$ cat src/rtl/uart_rx_core.sv
// UART receiver: 2-flop rx synchronizer, oversampled mid-bit sampling, LSB-first data, valid/ready output.
// Define UART_RX_PARITY_EN to expect one even-parity bit between the data bits and the stop bit.
module uart_rx_core #(
  parameter int unsigned DATA_WIDTH = 8,
  parameter int unsigned OVERSAMPLE = 16,
  parameter int unsigned DIV_WIDTH  = 16
) (
  input  logic                  pclk,
  input  logic                  areset,
  input  logic [DIV_WIDTH-1:0]  baud_div,
  input  logic                  rx,
  output logic [DATA_WIDTH-1:0] rx_data,
  output logic                  rx_valid,
  input  logic                  rx_ready,
  output logic                  busy,
  output logic                  frame_err,
  output logic                  overrun_err,
  output logic                  parity_err
);
  localparam int unsigned SW = $clog2(OVERSAMPLE);
  localparam int unsigned BW = $clog2(DATA_WIDTH + 1);
  localparam logic [SW-1:0] MID_CNT  = SW'(OVERSAMPLE / 2 - 1);
  localparam logic [SW-1:0] LAST_CNT = SW'(OVERSAMPLE - 1);
  localparam logic [BW-1:0] LAST_BIT = BW'(DATA_WIDTH - 1);

  localparam logic [2:0] S_IDLE  = 3'd0;
  localparam logic [2:0] S_START = 3'd1;
  localparam logic [2:0] S_DATA  = 3'd2;
  localparam logic [2:0] S_STOP  = 3'd4;
`ifdef UART_RX_PARITY_EN
  localparam logic [2:0] S_PARITY = 3'd3;
`endif

  logic [1:0]            sync_q, sync_d;
  logic [2:0]            state_q, state_d;
  logic [DIV_WIDTH-1:0]  tick_cnt_q, tick_cnt_d;
  logic [DIV_WIDTH-1:0]  div_l_q, div_l_d;
  logic [SW-1:0]         samp_cnt_q, samp_cnt_d;
  logic [BW-1:0]         bit_cnt_q, bit_cnt_d;
  logic [DATA_WIDTH-1:0] shift_q, shift_d;
  logic                  armed_q, armed_d;
  logic                  pend_q, pend_d;
  logic [DATA_WIDTH-1:0] rx_data_q, rx_data_d;
  logic                  rx_valid_q, rx_valid_d;
  logic                  frame_err_q, frame_err_d;
  logic                  overrun_err_q, overrun_err_d;
`ifdef UART_RX_PARITY_EN
  logic                  par_q, par_d;
  logic                  parity_err_q, parity_err_d;
`endif
  logic                  rx_s;
  logic                  tick;
  logic                  load;

  assign rx_s = sync_q[1];
  assign tick = (tick_cnt_q == div_l_q);

  always_comb begin
    sync_d        = {sync_q[0], rx};
    state_d       = state_q;
    tick_cnt_d    = tick ? '0 : tick_cnt_q + 1'b1;
    div_l_d       = div_l_q;
    samp_cnt_d    = samp_cnt_q;
    bit_cnt_d     = bit_cnt_q;
    shift_d       = shift_q;
    armed_d       = armed_q;
    pend_d        = 1'b0;
    frame_err_d   = 1'b0;
`ifdef UART_RX_PARITY_EN
    par_d         = par_q;
    parity_err_d  = 1'b0;
`endif
    case (state_q)
      S_IDLE: begin
        tick_cnt_d = '0;
        samp_cnt_d = '0;
        // After a framing error the line must return high before a new start is accepted.
        if (!armed_q) begin
          if (rx_s) armed_d = 1'b1;
        end else if (!rx_s) begin
          div_l_d   = baud_div;
          bit_cnt_d = '0;
          state_d   = S_START;
        end
      end
      S_START: begin
        if (tick) begin
          if (samp_cnt_q == MID_CNT) begin
            samp_cnt_d = '0;
            state_d    = rx_s ? S_IDLE : S_DATA;
          end else begin
            samp_cnt_d = samp_cnt_q + 1'b1;
          end
        end
      end
      S_DATA: begin
        if (tick) begin
          if (samp_cnt_q == LAST_CNT) begin
            samp_cnt_d = '0;
            shift_d    = {rx_s, shift_q[DATA_WIDTH-1:1]};
            bit_cnt_d  = bit_cnt_q + 1'b1;
            if (bit_cnt_q == LAST_BIT) begin
`ifdef UART_RX_PARITY_EN
              state_d = S_PARITY;
`else
              state_d = S_STOP;
`endif
            end
          end else begin
            samp_cnt_d = samp_cnt_q + 1'b1;
          end
        end
      end
`ifdef UART_RX_PARITY_EN
      S_PARITY: begin
        if (tick) begin
          if (samp_cnt_q == LAST_CNT) begin
            samp_cnt_d = '0;
            par_d      = rx_s;
            state_d    = S_STOP;
          end else begin
            samp_cnt_d = samp_cnt_q + 1'b1;
          end
        end
      end
`endif
      S_STOP: begin
        if (tick) begin
          if (samp_cnt_q == LAST_CNT) begin
            samp_cnt_d = '0;
            state_d    = S_IDLE;
            if (!rx_s) begin
              frame_err_d = 1'b1;
              armed_d     = 1'b0;
`ifdef UART_RX_PARITY_EN
            end else if (^{shift_q, par_q}) begin
              parity_err_d = 1'b1;
`endif
            end else begin
              pend_d = 1'b1;
            end
          end else begin
            samp_cnt_d = samp_cnt_q + 1'b1;
          end
        end
      end
      default: state_d = S_IDLE;
    endcase
  end

  // shift_q is untouched until the next frame's DATA state, so the pending byte is read from it directly.
  always_comb begin
    load          = pend_q && (!rx_valid_q || rx_ready);
    overrun_err_d = pend_q && rx_valid_q && !rx_ready;
    rx_data_d     = load ? shift_q : rx_data_q;
    if (load)                         rx_valid_d = 1'b1;
    else if (rx_valid_q && rx_ready)  rx_valid_d = 1'b0;
    else                              rx_valid_d = rx_valid_q;
  end

  always_ff @(posedge pclk) begin
    if (areset) begin
      sync_q        <= '1;
      state_q       <= S_IDLE;
      tick_cnt_q    <= '0;
      div_l_q       <= '0;
      samp_cnt_q    <= '0;
      bit_cnt_q     <= '0;
      shift_q       <= '0;
      armed_q       <= 1'b1;
      pend_q        <= 1'b0;
      rx_data_q     <= '0;
      rx_valid_q    <= 1'b0;
      frame_err_q   <= 1'b0;
      overrun_err_q <= 1'b0;
`ifdef UART_RX_PARITY_EN
      par_q         <= 1'b0;
      parity_err_q  <= 1'b0;
`endif
    end else begin
      sync_q        <= sync_d;
      state_q       <= state_d;
      tick_cnt_q    <= tick_cnt_d;
      div_l_q       <= div_l_d;
      samp_cnt_q    <= samp_cnt_d;
      bit_cnt_q     <= bit_cnt_d;
      shift_q       <= shift_d;
      armed_q       <= armed_d;
      pend_q        <= pend_d;
      rx_data_q     <= rx_data_d;
      rx_valid_q    <= rx_valid_d;
      frame_err_q   <= frame_err_d;
      overrun_err_q <= overrun_err_d;
`ifdef UART_RX_PARITY_EN
      par_q         <= par_d;
      parity_err_q  <= parity_err_d;
`endif
    end
  end

  assign rx_data     = rx_data_q;
  assign rx_valid    = rx_valid_q;
  assign busy        = (state_q != S_IDLE);
  assign frame_err   = frame_err_q;
  assign overrun_err = overrun_err_q;
`ifdef UART_RX_PARITY_EN
  assign parity_err  = parity_err_q;
`else
  assign parity_err  = 1'b0;
`endif

endmodule

$ cat config.mk
export PLATFORM = sky130hd
export DESIGN_NAME = uart_rx_core
export DESIGN_NICKNAME = d
export VERILOG_FILES = /design/src/rtl/uart_rx_core.sv
export SDC_FILE = /design/constraint.sdc
export NUM_CORES = 1
export LEC_CHECK = 0
export ABC_AREA = 1
export BUFFER_PORTS_ARGS = -buffer_cell sky130_fd_sc_hd__buf_2
export CAP_MARGIN = 25
export CORE_MARGIN = 3
export CORE_UTILIZATION = 58
export DETAILED_ROUTE_END_ITERATION = 8
export PLACE_DENSITY = 0.83
export SETUP_SLACK_MARGIN = 0.15
export SYNTH_ARGS = -nofsm -noshare
export SYNTH_HDL_FRONTEND = slang
export SYNTH_SLANG_ARGS = --single-unit
export TNS_END_PERCENT = 1
$ cat constraint.sdc
create_clock -name pclk -period 2.16 [get_ports pclk]
set_input_delay 0.432 -clock pclk [delete_from_list [all_inputs] [get_ports pclk]]
set_output_delay 0.432 -clock pclk [all_outputs]
set_load 0.02 [all_outputs]
==> flow_summary.json <==
{
  "ant_nets": 0,
  "fin_crit_sh": 0.849,
  "path_max_fanout": 4,
  "numCtsBuffers": 9,
  "antenna_found_initial": 0,
  "cts_num_sinks": 66,
  "yosysSeqAreaShare": 0.425,
  "postCtsSetupBuffers": 0,
  "slew_violations": 0,
  "synthArstFlopShare": 0,
  "max_freq_ghz": 0.546,
  "worst_pin_slew_ps": 892,
  "grt_pass1_vias": 2592,
  "cp.arrival_ps": 2060,
  "place_inst": 538,
  "track_usage": 0.228,
  "drt_iter0_markers": 146,
  "outcome": "finished clean",
  "clk_latency_ps": 340,
  "maxCapViolCount": 0,
  "cp_top_family": "simple AND/OR/NAND/NOR gates",
  "cts-root-buf": "clkbuf_8",
  "critPathBufInv": 1,
  "clkTransAtPathRegs_ps": 80,
  "grt_pass1_wl_mm": 11.2,
  "drt-pass1-iter-count": 4,
  "h-tree-depth": 3,
  "required_ps": 2380,
  "gp_congestion": 0.888,
  "syn_area_um2": 3110,
  "coreArea_um2": 5140,
  "fin_tns_setup_ps": 0,
  "ys.flop_type": "dfxtp_1",
  "syn_area_per_cell_um2": 6.94,
  "hold_buffers": 0,
  "cts_tree": "built",
  "die_area_um2": 6280,
  "relSlewSlack": 0.403,
  "wl_mm": 6.56,
  "path_common_cell": "nand2_1",
  "critPathKind": "reg -> reg",
  "layout-drive-gt1-share": 0.178,
  "grt_max_degree": 34,
  "final_nets": 502,
  "min_path_type": "in -> reg",
  "io_pins": 33,
  "p_per_area_nw_per_um2": 994,
  "worst_clock_skew_ps": 8.55,
  "layoutNonFillerInstCount": 554,
  "cts_buffer_depth": 2,
  "crit_path_max_incr_delay_ps": 400,
  "synth.net_count": 471,
  "die_w_um": 79.2,
  "grt_setup_unrepaired": "no",
  "layout_min_cycle_time_ps": 1830,
  "wl_per_cell_um": 11.8,
  "area_growth_syn_to_layout_pct": 13.8,
  "synth_edf_count": 0,
  "viasPerCell": 5.12,
  "total_leakage_power_nw": 1.55,
  "ys_types": 33,
  "die_h_um": 79.2,
  "yosys_warnings": 0,
  "start_util": 0.605,
  "vias": 2835,
  "synth_cells": 448,
  "finalHoldViolCount": 0,
  "num_antenna_cells": 0,
  "ir_drop_v": 0.000667,
  "overflow": 0,
  "critical_path.cell_chain": "ha_1 -> nand2_1 -> nor2_2 -> inv_2 -> nand2_1 -> nand2_1 -> nor3_2 -> nand2_1 -> nand2_1 -> a21oi_1",
  "drc_errors": 0,
  "dp_hpwl_mm": 4.37,
  "fp-row-count": 26,
  "slowest_stage": "dfxtp_1",
  "finalSetupViolCount": 0,
  "end_kind": "register",
  "portBuffers": 31,
  "synth_seq_cells": 66,
  "startpoint_type": "register"
}
[kinds of logic after synthesis]
| logic type | share of synthesized area |
|---|---|
| AND/OR/NAND/NOR | 0.328 |
| AO/OA/AOI/OAI | 0.121 |
| buffers and inverters | 0.0957 |
| flip-flops | 0.425 |
| XOR/XNOR | 0.0169 |
| adder cells (fa/ha/maj) | 0.0121 |
| other | 0.00121 |
[path summary, 6_finish.rpt]
| check | startpoint | endpoint | slack (ps) | depth (start not counted) |
|---|---|---|---|---|
| worst max-delay path | samp_cnt_q[0]$_SDFFE_PP0P_ | state_q[2]$_SDFFE_PP0P_ | 330 | 10 |
| worst min-delay path | rx | sync_q[0]$_SDFF_PP1_ | 260 | 2 |
| worst max register to register | samp_cnt_q[0]$_SDFFE_PP0P_ | state_q[2]$_SDFFE_PP0P_ | 330 | 10 |
| worst min register to register | sync_q[0]$_SDFF_PP1_ | sync_q[1]$_SDFF_PP1_ | 420 | 1 |
[layout by cell type, fill, tap and decap left out, types with 2 or more instances in the layout]
cell / synthesis / layout
nor3b_1: 3 / 3
inv_2: 13 / 13
nand3_1: 21 / 21
dfxtp_1: 66 / 65
nand4_1: 2 / 2
clkbuf_8: 0 / 9
a21oi_1: 42 / 42
buf_4: 1 / 2
o21ai_0: 26 / 26
nand2_1: 116 / 116
ha_1: 3 / 3
or2_2: 4 / 4
nor2_2: 5 / 5
clkinvlp_4: 0 / 2
buf_2: 4 / 31
xor2_1: 5 / 5
inv_1: 47 / 47
nand2_2: 4 / 4
bufinv_16: 0 / 3
a31oi_1: 3 / 3
nor3_1: 7 / 7
nor2_1: 52 / 52
o21ai_1: 2 / 2
nor3_2: 4 / 4
[layer usage]
metal / vias up / share of wire / track usage
met5: - / 0 / 0
met4: 0 / 0.030 / 0.108
met3: 19 / 0.047 / 0.0578
met2: 82 / 0.48 / 0.391
met1: 1263 / 0.44 / 0.265
li1: 1471 / - / -
[area by class of cell]
type | count | area (um2)
clock buffers | 10 | 128
fillers | 426 | 1600
flip-flops and latches | 66 | 1320
clock inverters | 6 | 114
inverters | 60 | 225
multi-input cells | 309 | 1490
well taps | 70 | 87.6
repair buffers | 33 | 170
[what timing repair did]
item,4_1_cts,5_1_grt
endpoints found under the setup margin,0,1
hold endpoints to repair,0,0
gates resized for setup,0,1
[per-stage QoR]
| stage | power (mW) | hold slack (ps) | instance area (um2) | worst slack (ps) | util |
|---|---|---|---|---|---|
| 3_5_place_dp | 2.24 | 395 | 3300 | 436 | 0.641 |
| 2_1_floorplan | 2.10 | 389 | 3110 | 615 | - |
| 6_report | 3.52 | 262 | 3540 | 327 | 0.688 |
| 3_3_place_gp | 2.22 | 392 | 3300 | 502 | 0.641 |
| 5_1_grt | 3.71 | 248 | 3540 | 171 | 0.688 |
| 4_1_cts | 3.53 | 251 | 3540 | 349 | 0.688 |
[synthesized netlist by cell type, drive strengths merged (3+ instances only)]
master,instances,area (um2)
a21oi,42,210
a31oi,3,18.8
buf,7,50.1
clkbuf,6,22.5
dfxtp,66,1320
ha,3,37.5
inv,60,225
nand2,121,472
nand3,22,115
nand4,3,33.8
nor2,59,258
nor3,11,75.1
nor3b,4,35.0
o21ai,28,140
or2,4,25.0
xor2,5,43.8
[report_power, final]
group / total, mW / switching [mW] / internal [mW] / leakage, nW
Clock: 1.27 / 0.498 / 0.771 / 0.113
Combinational: 0.842 / 0.557 / 0.286 / 0.897
Sequential: 1.41 / 0.0936 / 1.31 / 0.535
[flip-flops by register name, summed over array words and instances, names as in the netlist, 2 cells and up]
signal,flops
state_q,3
div_l_q,16
sync_q,2
bit_cnt_q,4
shift_q,8
rx_data,8
tick_cnt_q,16
samp_cnt_q,4
Note: power is estimated with default switching activity, not from simulation.
